**config.mk**
```make
export PLATFORM = sky130hd
export DESIGN_NAME = src_control_sequencer_flat
export DESIGN_NICKNAME = d
export VERILOG_FILES = /design/src/rtl/src_control_sequencer_if.sv /design/src/rtl/src_control_sequencer.sv /design/src/flat_wrapper.sv
export SDC_FILE = /design/constraint.sdc
export NUM_CORES = 1
export LEC_CHECK = 0
export CAP_MARGIN = 0
export CELL_PAD_IN_SITES_DETAIL_PLACEMENT = 2
export CELL_PAD_IN_SITES_GLOBAL_PLACEMENT = 2
export CORE_MARGIN = 2
export CORE_UTILIZATION = 25
export DETAILED_ROUTE_END_ITERATION = 12
export PLACE_DENSITY_LB_ADDON = 0.1
export SYNTH_ARGS = -nofsm -noshare
export SYNTH_HDL_FRONTEND = slang
export SYNTH_SLANG_ARGS = --single-unit
```
**constraint.sdc**
```tcl
create_clock -name clock -period 6.04 [get_ports clock]
set_input_delay 1.812 -clock clock [delete_from_list [all_inputs] [get_ports clock]]
set_output_delay 1.812 -clock clock [all_outputs]
set_load 0.01 [all_outputs]
```
**src/rtl/src_control_sequencer_if.sv**
```systemverilog
// Control-strobe bundle between the SRC control sequencer and the datapath.
// The master modport belongs to the sequencer; the slave side drives opcode and mem_ready.
interface src_control_sequencer_if;
  logic [4:0] opcode;
  logic       mem_ready;
  logic       Gra, Grb, Grc, Rin, Rout, BAout, Cout;
  logic       PCout, PCin, IncPC, MARin, MDRin, MDRout, IRin, Yin, Zin, Zlowout;
  logic       Read, Write;
  logic [4:0] alu_op;
  logic       run;

  modport master (
    input  opcode, mem_ready,
    output Gra, Grb, Grc, Rin, Rout, BAout, Cout,
    output PCout, PCin, IncPC, MARin, MDRin, MDRout, IRin, Yin, Zin, Zlowout,
    output Read, Write, alu_op, run
  );

  modport slave (
    output opcode, mem_ready,
    input  Gra, Grb, Grc, Rin, Rout, BAout, Cout,
    input  PCout, PCin, IncPC, MARin, MDRin, MDRout, IRin, Yin, Zin, Zlowout,
    input  Read, Write, alu_op, run
  );
endinterface

```
**src/rtl/src_control_sequencer.sv**
```systemverilog
// Hardwired SRC control-step sequencer: fetch T0-T2, per-opcode execute T3-T7,
// memory-ready stalls in T1/T6/T7 and a sticky HALT state.
module src_control_sequencer (
  input  logic                           clock,
  input  logic                           clear,
  src_control_sequencer_if.master        bus
);

  localparam logic [4:0] OP_LD   = 5'b00000;
  localparam logic [4:0] OP_LDI  = 5'b00001;
  localparam logic [4:0] OP_ST   = 5'b00010;
  localparam logic [4:0] OP_ADD  = 5'b00011;
  localparam logic [4:0] OP_SUB  = 5'b00100;
  localparam logic [4:0] OP_AND  = 5'b01001;
  localparam logic [4:0] OP_OR   = 5'b01010;
  localparam logic [4:0] OP_ADDI = 5'b01011;
  localparam logic [4:0] OP_ANDI = 5'b01100;
  localparam logic [4:0] OP_ORI  = 5'b01101;
  localparam logic [4:0] OP_HALT = 5'b11010;
  localparam logic [4:0] OP_NOP  = 5'b11001;

  typedef enum logic [3:0] {
    S_IDLE, S_T0, S_T1, S_T2, S_T3, S_T4, S_T5, S_T6, S_T7, S_HALT
  } state_t;

  state_t     r_state;
  logic [4:0] r_op;

  logic [4:0] w_op;
  logic       w_rr, w_imm, w_ldi, w_ld, w_st, w_halt, w_addr;

  // T3 decodes the live opcode; later steps use the copy captured at the end of T3.
  assign w_op   = (r_state == S_T3) ? bus.opcode : r_op;
  assign w_rr   = (w_op == OP_ADD) || (w_op == OP_SUB) || (w_op == OP_AND) || (w_op == OP_OR);
  assign w_imm  = (w_op == OP_ADDI) || (w_op == OP_ANDI) || (w_op == OP_ORI);
  assign w_ldi  = (w_op == OP_LDI);
  assign w_ld   = (w_op == OP_LD);
  assign w_st   = (w_op == OP_ST);
  assign w_halt = (w_op == OP_HALT);
  assign w_addr = w_ldi || w_ld || w_st;

  always_ff @(posedge clock) begin
    if (!clear) begin
      r_state <= S_IDLE;
      r_op    <= OP_NOP;
    end else begin
      if (r_state == S_T3) r_op <= bus.opcode;
      case (r_state)
        S_IDLE: r_state <= S_T0;
        S_T0:   r_state <= S_T1;
        S_T1:   r_state <= bus.mem_ready ? S_T2 : S_T1;
        S_T2:   r_state <= S_T3;
        S_T3: begin
          if (w_halt)               r_state <= S_HALT;
          else if (w_rr || w_imm || w_addr) r_state <= S_T4;
          else                      r_state <= S_T0;
        end
        S_T4:   r_state <= S_T5;
        S_T5:   r_state <= (w_ld || w_st) ? S_T6 : S_T0;
        S_T6: begin
          if (w_st || bus.mem_ready) r_state <= S_T7;
          else                       r_state <= S_T6;
        end
        S_T7: begin
          if (w_ld || bus.mem_ready) r_state <= S_T0;
          else                       r_state <= S_T7;
        end
        S_HALT: r_state <= S_HALT;
        default: r_state <= S_IDLE;
      endcase
    end
  end

  // Moore strobe decode from step and opcode class.
  always_comb begin
    bus.Gra     = 1'b0;
    bus.Grb     = 1'b0;
    bus.Grc     = 1'b0;
    bus.Rin     = 1'b0;
    bus.Rout    = 1'b0;
    bus.BAout   = 1'b0;
    bus.Cout    = 1'b0;
    bus.PCout   = 1'b0;
    bus.PCin    = 1'b0;
    bus.IncPC   = 1'b0;
    bus.MARin   = 1'b0;
    bus.MDRin   = 1'b0;
    bus.MDRout  = 1'b0;
    bus.IRin    = 1'b0;
    bus.Yin     = 1'b0;
    bus.Zin     = 1'b0;
    bus.Zlowout = 1'b0;
    bus.Read    = 1'b0;
    bus.Write   = 1'b0;
    bus.alu_op  = 5'b00000;
    bus.run     = (r_state != S_HALT);
    case (r_state)
      S_T0: begin
        bus.PCout = 1'b1;
        bus.MARin = 1'b1;
        bus.IncPC = 1'b1;
        bus.Zin   = 1'b1;
      end
      S_T1: begin
        bus.Zlowout = 1'b1;
        bus.PCin    = 1'b1;
        bus.Read    = 1'b1;
        bus.MDRin   = 1'b1;
      end
      S_T2: begin
        bus.MDRout = 1'b1;
        bus.IRin   = 1'b1;
      end
      S_T3: begin
        if (w_rr) begin
          bus.Grb  = 1'b1;
          bus.Rout = 1'b1;
          bus.Yin  = 1'b1;
        end else if (w_imm || w_addr) begin
          bus.Grb   = 1'b1;
          bus.BAout = 1'b1;
          bus.Yin   = 1'b1;
        end
      end
      S_T4: begin
        bus.Zin = 1'b1;
        if (w_rr) begin
          bus.Grc    = 1'b1;
          bus.Rout   = 1'b1;
          bus.alu_op = w_op;
        end else if (w_imm) begin
          bus.Cout   = 1'b1;
          bus.alu_op = w_op;
        end else begin
          bus.Cout   = 1'b1;
          bus.alu_op = OP_ADD;
        end
      end
      S_T5: begin
        bus.Zlowout = 1'b1;
        if (w_ld || w_st) begin
          bus.MARin = 1'b1;
        end else begin
          bus.Gra = 1'b1;
          bus.Rin = 1'b1;
        end
      end
      S_T6: begin
        bus.MDRin = 1'b1;
        if (w_st) begin
          bus.Gra  = 1'b1;
          bus.Rout = 1'b1;
        end else begin
          bus.Read = 1'b1;
        end
      end
      S_T7: begin
        if (w_st) begin
          bus.Write = 1'b1;
        end else begin
          bus.MDRout = 1'b1;
          bus.Gra    = 1'b1;
          bus.Rin    = 1'b1;
        end
      end
      default: ;
    endcase
  end

endmodule

```
**src/flat_wrapper.sv**
```systemverilog
// flat-port wrapper written by rule: the top's interface ports become plain ports
module src_control_sequencer_flat 
  (clock, clear, bus_opcode, bus_mem_ready, bus_Gra, bus_Grb, bus_Grc, bus_Rin, bus_Rout, bus_BAout, bus_Cout, bus_PCout, bus_PCin, bus_IncPC, bus_MARin, bus_MDRin, bus_MDRout, bus_IRin, bus_Yin, bus_Zin, bus_Zlowout, bus_Read, bus_Write, bus_alu_op, bus_run);
  src_control_sequencer_if bus_i ();
  input  logic clock;
  input  logic clear;
  input wire logic [$bits(bus_i.opcode)-1:0] bus_opcode;
  input wire logic [$bits(bus_i.mem_ready)-1:0] bus_mem_ready;
  output wire logic [$bits(bus_i.Gra)-1:0] bus_Gra;
  output wire logic [$bits(bus_i.Grb)-1:0] bus_Grb;
  output wire logic [$bits(bus_i.Grc)-1:0] bus_Grc;
  output wire logic [$bits(bus_i.Rin)-1:0] bus_Rin;
  output wire logic [$bits(bus_i.Rout)-1:0] bus_Rout;
  output wire logic [$bits(bus_i.BAout)-1:0] bus_BAout;
  output wire logic [$bits(bus_i.Cout)-1:0] bus_Cout;
  output wire logic [$bits(bus_i.PCout)-1:0] bus_PCout;
  output wire logic [$bits(bus_i.PCin)-1:0] bus_PCin;
  output wire logic [$bits(bus_i.IncPC)-1:0] bus_IncPC;
  output wire logic [$bits(bus_i.MARin)-1:0] bus_MARin;
  output wire logic [$bits(bus_i.MDRin)-1:0] bus_MDRin;
  output wire logic [$bits(bus_i.MDRout)-1:0] bus_MDRout;
  output wire logic [$bits(bus_i.IRin)-1:0] bus_IRin;
  output wire logic [$bits(bus_i.Yin)-1:0] bus_Yin;
  output wire logic [$bits(bus_i.Zin)-1:0] bus_Zin;
  output wire logic [$bits(bus_i.Zlowout)-1:0] bus_Zlowout;
  output wire logic [$bits(bus_i.Read)-1:0] bus_Read;
  output wire logic [$bits(bus_i.Write)-1:0] bus_Write;
  output wire logic [$bits(bus_i.alu_op)-1:0] bus_alu_op;
  output wire logic [$bits(bus_i.run)-1:0] bus_run;
  assign bus_i.opcode = bus_opcode;
  assign bus_i.mem_ready = bus_mem_ready;
  assign bus_Gra = bus_i.Gra;
  assign bus_Grb = bus_i.Grb;
  assign bus_Grc = bus_i.Grc;
  assign bus_Rin = bus_i.Rin;
  assign bus_Rout = bus_i.Rout;
  assign bus_BAout = bus_i.BAout;
  assign bus_Cout = bus_i.Cout;
  assign bus_PCout = bus_i.PCout;
  assign bus_PCin = bus_i.PCin;
  assign bus_IncPC = bus_i.IncPC;
  assign bus_MARin = bus_i.MARin;
  assign bus_MDRin = bus_i.MDRin;
  assign bus_MDRout = bus_i.MDRout;
  assign bus_IRin = bus_i.IRin;
  assign bus_Yin = bus_i.Yin;
  assign bus_Zin = bus_i.Zin;
  assign bus_Zlowout = bus_i.Zlowout;
  assign bus_Read = bus_i.Read;
  assign bus_Write = bus_i.Write;
  assign bus_alu_op = bus_i.alu_op;
  assign bus_run = bus_i.run;
  src_control_sequencer u_core (.clock(clock), .clear(clear), .bus(bus_i));
endmodule
```
# Word level (Yosys, flattened, before mapping)

Cells that the tools add are included.

Register bits: 9
Bits of input ports: 8
Word-level logic and storage cells: 78

Equality and inequality tests: 20
Multiplexer cells: 37
Reduce and logical (&&, ||, !) cells: 19

Operator list:

| cell                                                | count |
|---|---|
| one-hot mux 4 bit (10 select lines)                 | 1 |
| equality test 5 x 4 -> 1 bit, second input constant | 5 |
| two-way mux 1 bit                                   | 21 |
| two-way mux 5 bit                                   | 4 |
| equality test 4 x 3 -> 1 bit, second input constant | 4 |
| logical OR 1 bit                                    | 13 |
| two-way mux 4 bit                                   | 3 |
| equality test 5 x 2 -> 1 bit, second input constant | 2 |
| one-hot mux 1 bit (2 select lines)                  | 5 |
| equality test 4 x 2 -> 1 bit, second input constant | 2 |
| equality test 4 bit, second input constant          | 2 |
| OR reduction 2 bit                                  | 4 |
| two-way mux 3 bit                                   | 2 |
| equality test 5 x 1 -> 1 bit, second input constant | 1 |
| equality test 5 x 3 -> 1 bit, second input constant | 1 |
| equality test 5 bit, second input constant          | 1 |
| logical NOT 5 bit                                   | 1 |
| equality test 4 x 1 -> 1 bit, second input constant | 1 |
| logical NOT 4 bit                                   | 1 |
| != test 4 bit, second input constant                | 1 |
| one-hot mux 1 bit (3 select lines)                  | 1 |

# Depth between registers and ports, before layout

Gate-level depths: netlist of the first run.

Depth after elaboration: 11
Mapped depth: 7

# Least setup slack after synthesis of the first run

OpenSTA, ideal clock, no wires.

Path type: in2out
From: input port bus_opcode[3]
To: output port bus_alu_op[3]
Arrival time: 3.070 ns
Required time: 4.228 ns
Setup slack: 1.158 ns
Stages on the path: 6
Path through: clkbuf_1 -> nor2b_1 -> or2_2 -> nand2_1 -> o211ai_1 -> a2111oi_2

Word-level cells in the longest chain between the ends: 7
Elaborated cells on any way between the ends: 16

Ends and longest elaborated chain:

| what                                                       | RTL line                                                  | text |
|---|---|---|
| from (decl)                                                | flat_wrapper.sv:7                                         | `input wire logic [$bits(bus_i.opcode)-1:0] bus_opcode;` |
| two-way mux 5 bit (*)                                      | src_control_sequencer.sv:33                               | `assign w_op = (r_state == S_T3) ? bus.opcode : r_op;` |
| equality test 5 x 4 -> 1 bit, or another cell as far along | src_control_sequencer.sv:35                               | `assign w_imm = (w_op == OP_ADDI) \|\| (w_op == OP_ANDI) \|\| (w_op == OP_ORI);` |
| logical OR 1 bit (on tied branches) (2 in series)          | src_control_sequencer.sv:35, src_control_sequencer.sv:34  |  |
| two-way mux 5 bit or logical OR 1 bit (tied branches)      | src_control_sequencer.sv:131, src_control_sequencer.sv:34 |  |
| two-way mux 5 bit (*)                                      | src_control_sequencer.sv:127                              | `if (w_rr) begin` |
| two-way mux 5 bit (*)                                      | src_control_sequencer.sv:97                               | `case (r_state)` |
| to (decl)                                                  | flat_wrapper.sv:28                                        | `output wire logic [$bits(bus_i.alu_op)-1:0] bus_alu_op;` |

Mark *: on every way between the ends. The rest lies on a longest branch, timed or not.

# Worst setup path after layout of the first run

Ends and elaborated chain as after synthesis.

==> flow_metrics.py, run 1 <==
metrics = {
    "power_and_ir_drop": {
        "peakVddDrop_mv": 0.04142,
        "p_per_area_nw_per_um2": 147.1,
        "p_leak_nw": 0.5170,
    },
    "setup_path": {
        "start_kind": "primary input",
        "crit_path_start": "bus_opcode[3]",
        "crit_fanout": 5,
        "r2r-start": "u_core.r_op[4]",
        "worstPathRequired_ns": 4.23,
        "crit_path_cell_trace": "clkdlybuf4s50_1 -> nor2b_1 -> or2_2 -> nand2_1 -> o211ai_1 -> a2111oi_2 -> clkdlybuf4s50_1",
        "cp_slowest_cell": "clkdlybuf4s50_1",
        "crit_path_end_kind": "output port",
        "slowest_delay_ns": 0.60,
        "crit_arrival_ns": 3.97,
        "crit_top_cell": "clkdlybuf4s50_1",
        "worstSetupPathType": "in2out",
    },
    "yosys": {
        "seq_area_frac_synth": 0.1809,
        "synth.most_common_cell": "nor2_1",
        "synth_edf_count": 0,
        "netlist_top_cells_count": "16 x nor2_1, 15 x a21oi_1, 11 x nand2_1",
        "ys_ff_latch": 9,
        "syn_area_um2": 996.0,
        "synthCells": 147,
        "synthFlopType": "dfxtp_1",
        "synth_area_leaders": "dfxtp_1 18%, a21oi_1 7.5%, nor2_1 6.0%",
        "yosys_warnings": 0,
        "synth_top_area_share": 0.1809,
        "syn_nets": 155,
        "synth.avg_cell_area_um2": 6.775,
        "synth_top_area_cell": "dfxtp_1",
        "ys_types": 41,
        "synthArstFlopShare": 0,
    },
    "place": {
        "hpwl_mm": 2.931,
        "dpl_cell_area_um2": 1336,
        "port_buffers": 31,
        "gp_congestion": 0.7749,
    },
    "timing": {
        "fin_tns_setup_ns": 0,
        "finalHoldViolCount": 0,
        "rsz0062_at_grt": "no",
        "tightest_slew_ns": 0.5909,
        "clock_skew_ns": 0.003064,
        "period_needed_ns": 5.782,
        "max_freq_mhz": 172.9,
        "finalCritPeriodShare": 0.9574,
        "setup_violations": 0,
        "maxSlewViolCount": 0,
        "slew_headroom": 0.6056,
    },
    "floorplanning": {
        "row_count": 22,
        "core-area_um2": 3744,
        "die_y_um": 67.12,
        "start_util": 0.2660,
        "die_x_um": 67.12,
        "pin_count": 33,
        "die_area_um2": 4504,
    },
    "grt": {
        "antenna_found_initial": 0,
        "grt_util_all_layers": 0.1871,
        "grt_first_pass_wirelength_mm": 6.375,
        "overflow": 0,
        "grt_pass1_vias": 1226,
        "grt_max_degree": 18,
    },
    "layout": {
        "n_fill_cell": 455,
        "drive_gt1_frac": 0.06358,
        "n_antenna_cell": 0,
        "nets": 182,
        "fin_area_um2": 1381,
        "area_delta_synth_final_pct": 38.69,
    },
    "hold_path": {
        "hold_path.class": "reg2reg",
        "min_from": "u_core.r_op[4]",
    },
    "cts": {
        "cts-buffers-inserted": 3,
        "cts_buffer_depth": 2,
        "cts_root_buffer": "clkbuf_8",
        "cts_sinks": 9,
        "clk_pin_slew_ns": 0.04,
        "post-cts-setup-buffer-count": 0,
        "clk_latency_ns": 0.24,
        "tritoncts": "yes",
        "cts_max_level": 1,
        "cts-resized-gates": 0,
        "ctsHoldBuffers": 0,
    },
    "flow_run": {
        "cap_violations": 0,
    },
    "drt": {
        "drc": 0,
        "drt-initial-drc-count": 57,
        "routed_wl_mm": 3.787,
        "wire_per_inst_um": 17.14,
        "num_vias": 1187,
        "drt-vias-per-instance": 5.371,
        "firstDrtPassIters": 4,
        "ant_nets": 0,
    },
    "status": {
        "run_status": "completed",
    },
}
[area by class of cell]
cell class                      instances  area [um^2]  area share
Tap cell                               48        60.06     0.04348
Inverter                                8        30.03     0.02174
Clock buffer                            4        45.04     0.03261
Timing Repair Buffer                   35        340.3      0.2464
Multi-Input combinational cell        117        725.7      0.5254
Sequential cell                         9        180.2      0.1304
[worst max-delay path, delay by kind of cell]
kind | cells | cell delay [ns]
buf+inv | 2 | 1.17
compound gates | 2 | 0.53
simple gates | 3 | 0.45
[layout by cell type (no fill, tap or decap), types with 4 or more instances in the layout]
| cell | n |
|---|---|
| dfxtp_1 | 9 |
| nor3_1 | 8 |
| inv_1 | 8 |
| buf_4 | 4 |
| xnor2_1 | 4 |
| a21oi_1 | 15 |
| o211ai_1 | 4 |
| clkdlybuf4s50_1 | 31 |
| or3_1 | 4 |
| nand2b_1 | 4 |
| nor2b_1 | 6 |
| nor2_1 | 16 |
| nand2_1 | 11 |
| o21ai_0 | 5 |
[layer usage]
| metal | global-route usage | vias to the layer above | part of all wire |
|---|---|---|---|
| met5 | 0 | - | 0 |
| met4 | 0.07653 | 0 | 0.017 |
| met3 | 0.01520 | 5 | 0.027 |
| met2 | 0.2859 | 27 | 0.44 |
| met1 | 0.2679 | 573 | 0.51 |
| li1 | - | 582 | - |
[cell families after synthesis]
kind of cell / share of synthesized area
AO/OA/AOI/OAI: 0.2977
XOR/XNOR: 0.03517
adder cells (fa/ha/maj): 0.01005
buffers and inverters: 0.09046
flip-flops: 0.1809
multiplexers: 0.03517
other: 0.003765
AND/OR/NAND/NOR: 0.3468
[worst paths after layout]
kind	slack [ns]	endpoint	cells past startpoint
hold reg to reg	0.61	u_core.r_op[4]	2
setup / recovery	0.26	bus_alu_op[3]	7
setup reg to reg	3.93	u_core.r_state[0]	5
hold / removal	0.61	u_core.r_op[4]	2
[metrics by stage]
| stage | cells | utilization | power, mW | hold WS (ns) | worst slack, ns |
|---|---|---|---|---|---|
| global route | 221 | 0.3690 | 0.2176 | 0.6571 | 0.1221 |
| global placement | 217 | 0.3570 | 0.1315 | 0.5693 | 0.3503 |
| finish | 221 | 0.3690 | 0.2032 | 0.6093 | 0.2575 |
| CTS | 221 | 0.3690 | 0.2071 | 0.6060 | 0.2375 |
| detailed placement | 217 | 0.3570 | 0.1332 | 0.5961 | 0.2469 |
| floorplan | 147 | - | 0.1039 | 0.5198 | 1.158 |
[flip-flops by register name, indices dropped and copies added (netlist names)]
register	flops
u_core.r_state	4
u_core.r_op	5
[power breakdown]
group | switching, mW | internal (mW)
Sequential | 0.00849 | 0.0621
Combinational | 0.0305 | 0.0311
Clock | 0.0250 | 0.0461
Total | 0.0640 | 0.139
Note: power is estimated with default switching activity, not from simulation.
==> run 2: changes to the inputs <==
Settings changed: GPL_TIMING_DRIVEN from default to 0.
==> run 2 against run 1 <==
First-iteration DRC count is 42% lower. Sequential share of layout area is 0.11 points lower. Sequential power is 7.1% lower. Design area is 0.82% higher. Non-clock buffer count is 7 higher. Core utilization is 0.30 points higher. Clock skew is 0.0018 ns higher.
==> flow_metrics.py, run 2 (same netlist as run 1, synthesis figures left out) <==
metrics = {
    "status": {
        "run_status": "completed",
    },
    "timing": {
        "finalCritPeriodShare": 0.9657,
        "setup_violations": 0,
        "maxSlewViolCount": 0,
        "fin_tns_setup_ns": 0,
        "clock_skew_ns": 0.004819,
        "finalHoldViolCount": 0,
        "rsz0062_at_grt": "no",
        "slew_headroom": 0.6147,
        "finalWorstSetupSlack_ns": 0.2071,
        "max_freq_mhz": 171.4,
        "tightest_slew_ns": 0.5756,
        "period_needed_ns": 5.833,
    },
    "hold_path": {
        "min_to": "u_core.r_op[4]",
        "min_from": "u_core.r_op[4]",
        "worstHoldPathCells": 2,
        "hold_path.class": "reg2reg",
    },
    "place": {
        "place_ws_ns": 0.09058,
        "placed_cells": 224,
        "gp_congestion": 0.8157,
        "hpwl_mm": 3.116,
        "port_buffers": 29,
    },
    "setup_path": {
        "crit_arrival_ns": 4.02,
        "ff2ff_setup_slack_ns": 3.91,
        "start_kind": "primary input",
        "crit_fanout": 8,
        "rr_worst_depth": 6,
        "worstPathRequired_ns": 4.23,
        "r2r-start": "u_core.r_op[4]",
        "crit_path_end_kind": "output port",
        "timing.rr.end": "u_core.r_state[0]",
        "worstSetupPathType": "in2out",
    },
    "layout": {
        "regArea_um2": 180.2,
        "largest-register": "u_core.r_op",
        "drive_gt1_frac": 0.06111,
        "mostFrequentLayoutCells": "29 x clkdlybuf4s50_1, 16 x nor2_1, 15 x a21oi_1",
        "reg_top3": "u_core.r_op (5), u_core.r_state (4)",
        "layout_commonest_cell": "clkdlybuf4s50_1",
        "largest_reg_flops": 5,
        "n_fill_cell": 484,
        "multi_input_area_um2": 725.7,
        "finish.utilization": 0.3720,
        "n_antenna_cell": 0,
        "nets": 189,
        "final_cells": 228,
        "area_delta_synth_final_pct": 39.82,
    },
    "power_and_ir_drop": {
        "swShare": 0.3136,
        "p_per_area_nw_per_um2": 145.6,
        "power_mw": 0.2027,
        "sequentialPowerShare": 0.324,
        "peakVddDrop_mv": 0.05090,
        "comb_power_share": 0.330,
        "switchingPower_mw": 0.06357,
        "pwr-share-clk": 0.346,
        "internal-power_mw": 0.1392,
        "p_leak_nw": 0.5202,
    },
    "drt": {
        "drc": 0,
        "firstDrtPassIters": 4,
        "wire_per_inst_um": 17.35,
        "drt-vias-per-instance": 5.377,
        "routed_wl_mm": 3.955,
        "num_vias": 1226,
        "drt-initial-drc-count": 33,
        "ant_nets": 0,
    },
    "floorplanning": {
        "core-area_um2": 3744,
        "pin_count": 33,
        "die_area_um2": 4504,
        "start_util": 0.2660,
        "row_count": 22,
        "die_x_um": 67.12,
        "die_y_um": 67.12,
    },
    "grt": {
        "grt_util_all_layers": 0.1944,
        "overflow": 0,
        "antenna_found_initial": 0,
        "grt_first_pass_wirelength_mm": 6.679,
        "grt_max_degree": 11,
        "grt_pass1_vias": 1324,
    },
    "cts": {
        "cts_max_level": 1,
        "cts_buffer_depth": 2,
        "cts_sinks": 9,
        "clk_latency_ns": 0.23,
        "cts-buffers-inserted": 3,
        "clk_pin_slew_ns": 0.04,
        "tritoncts": "yes",
        "post-cts-setup-buffer-count": 0,
        "cts_root_buffer": "clkbuf_8",
    },
    "flow_run": {
        "cap_violations": 0,
    },
}
run 2: cell count changes in the layout (fill, tap and decap cells not counted), sizes merged:
cell / delta
buf: -1
clkbuf: +10
clkdlybuf4s50: -2
run 2: area by class of cell:
| class | instances | share of cell area |
|---|---|---|
| plain buffers | 13 | 0.04403 |
| clock buffers | 4 | 0.03234 |
| inverters | 8 | 0.02156 |
| multi-input cells | 117 | 0.5211 |
| flip-flops and latches | 9 | 0.1294 |
| well taps | 48 | 0.04313 |
| repair buffers | 29 | 0.2084 |
run 2: critical path, cell delays in order:
cell	delay, ns
clkdlybuf4s50_1	0.51
mux2_4	0.35
nor4_1	0.29
o32ai_1	0.20
o31ai_1	0.27
clkdlybuf4s50_1	0.58
run 2: timing repair:
action,4_1_cts,5_1_grt
setup endpoints to repair,0,1
gates resized for setup,0,2
hold buffers,0,0
run 2: layer usage:
metal | vias to the layer above | part of all wire | track usage | wire length (um)
li1 | 591 | - | - | -
met1 | 618 | 0.51 | 0.2910 | 2029
met3 | 2 | 0.014 | 0.01014 | 55
met2 | 15 | 0.47 | 0.3057 | 1851
met5 | - | 0 | 0 | 0
met4 | 0 | 0.0046 | 0.03827 | 18
run 2: metrics by stage:
| stage | hold slack, ns | instance area, um^2 |
|---|---|---|
| 2_1_floorplan | 0.5198 | 996.0 |
| 3_3_place_gp | 0.5690 | 1346 |
| 3_5_place_dp | 0.5874 | 1346 |
| 4_1_cts | 0.5959 | 1391 |
| 5_1_grt | 0.6481 | 1393 |
| 6_report | 0.6030 | 1393 |
run 2: how the worst max path moves through the flow:
stage                              from       endpoint  slack [ns]  depth (start not counted)
final                     bus_opcode[2]       bus_Rout        0.21                          6
after global routing      bus_opcode[1]       bus_Rout        0.09                          8
after CTS                 bus_opcode[1]       bus_Rout        0.08                          7
after detailed placement  bus_opcode[1]       bus_Rout        0.09                          7
after global placement    bus_opcode[1]       bus_Rout        0.14                          7
after floorplan           bus_opcode[3]  bus_alu_op[3]        1.16                          6
run 2: power groups by stage:
stage | clock network [mW] | registers (mW) | logic [mW]
detailed placement | 0 | 0.0667 | 0.0670
global route | 0.0770 | 0.0659 | 0.0739
floorplan | 0 | 0.0657 | 0.0382
CTS | 0.0713 | 0.0657 | 0.0673
global placement | 0 | 0.0665 | 0.0648
finish | 0.0702 | 0.0656 | 0.0668
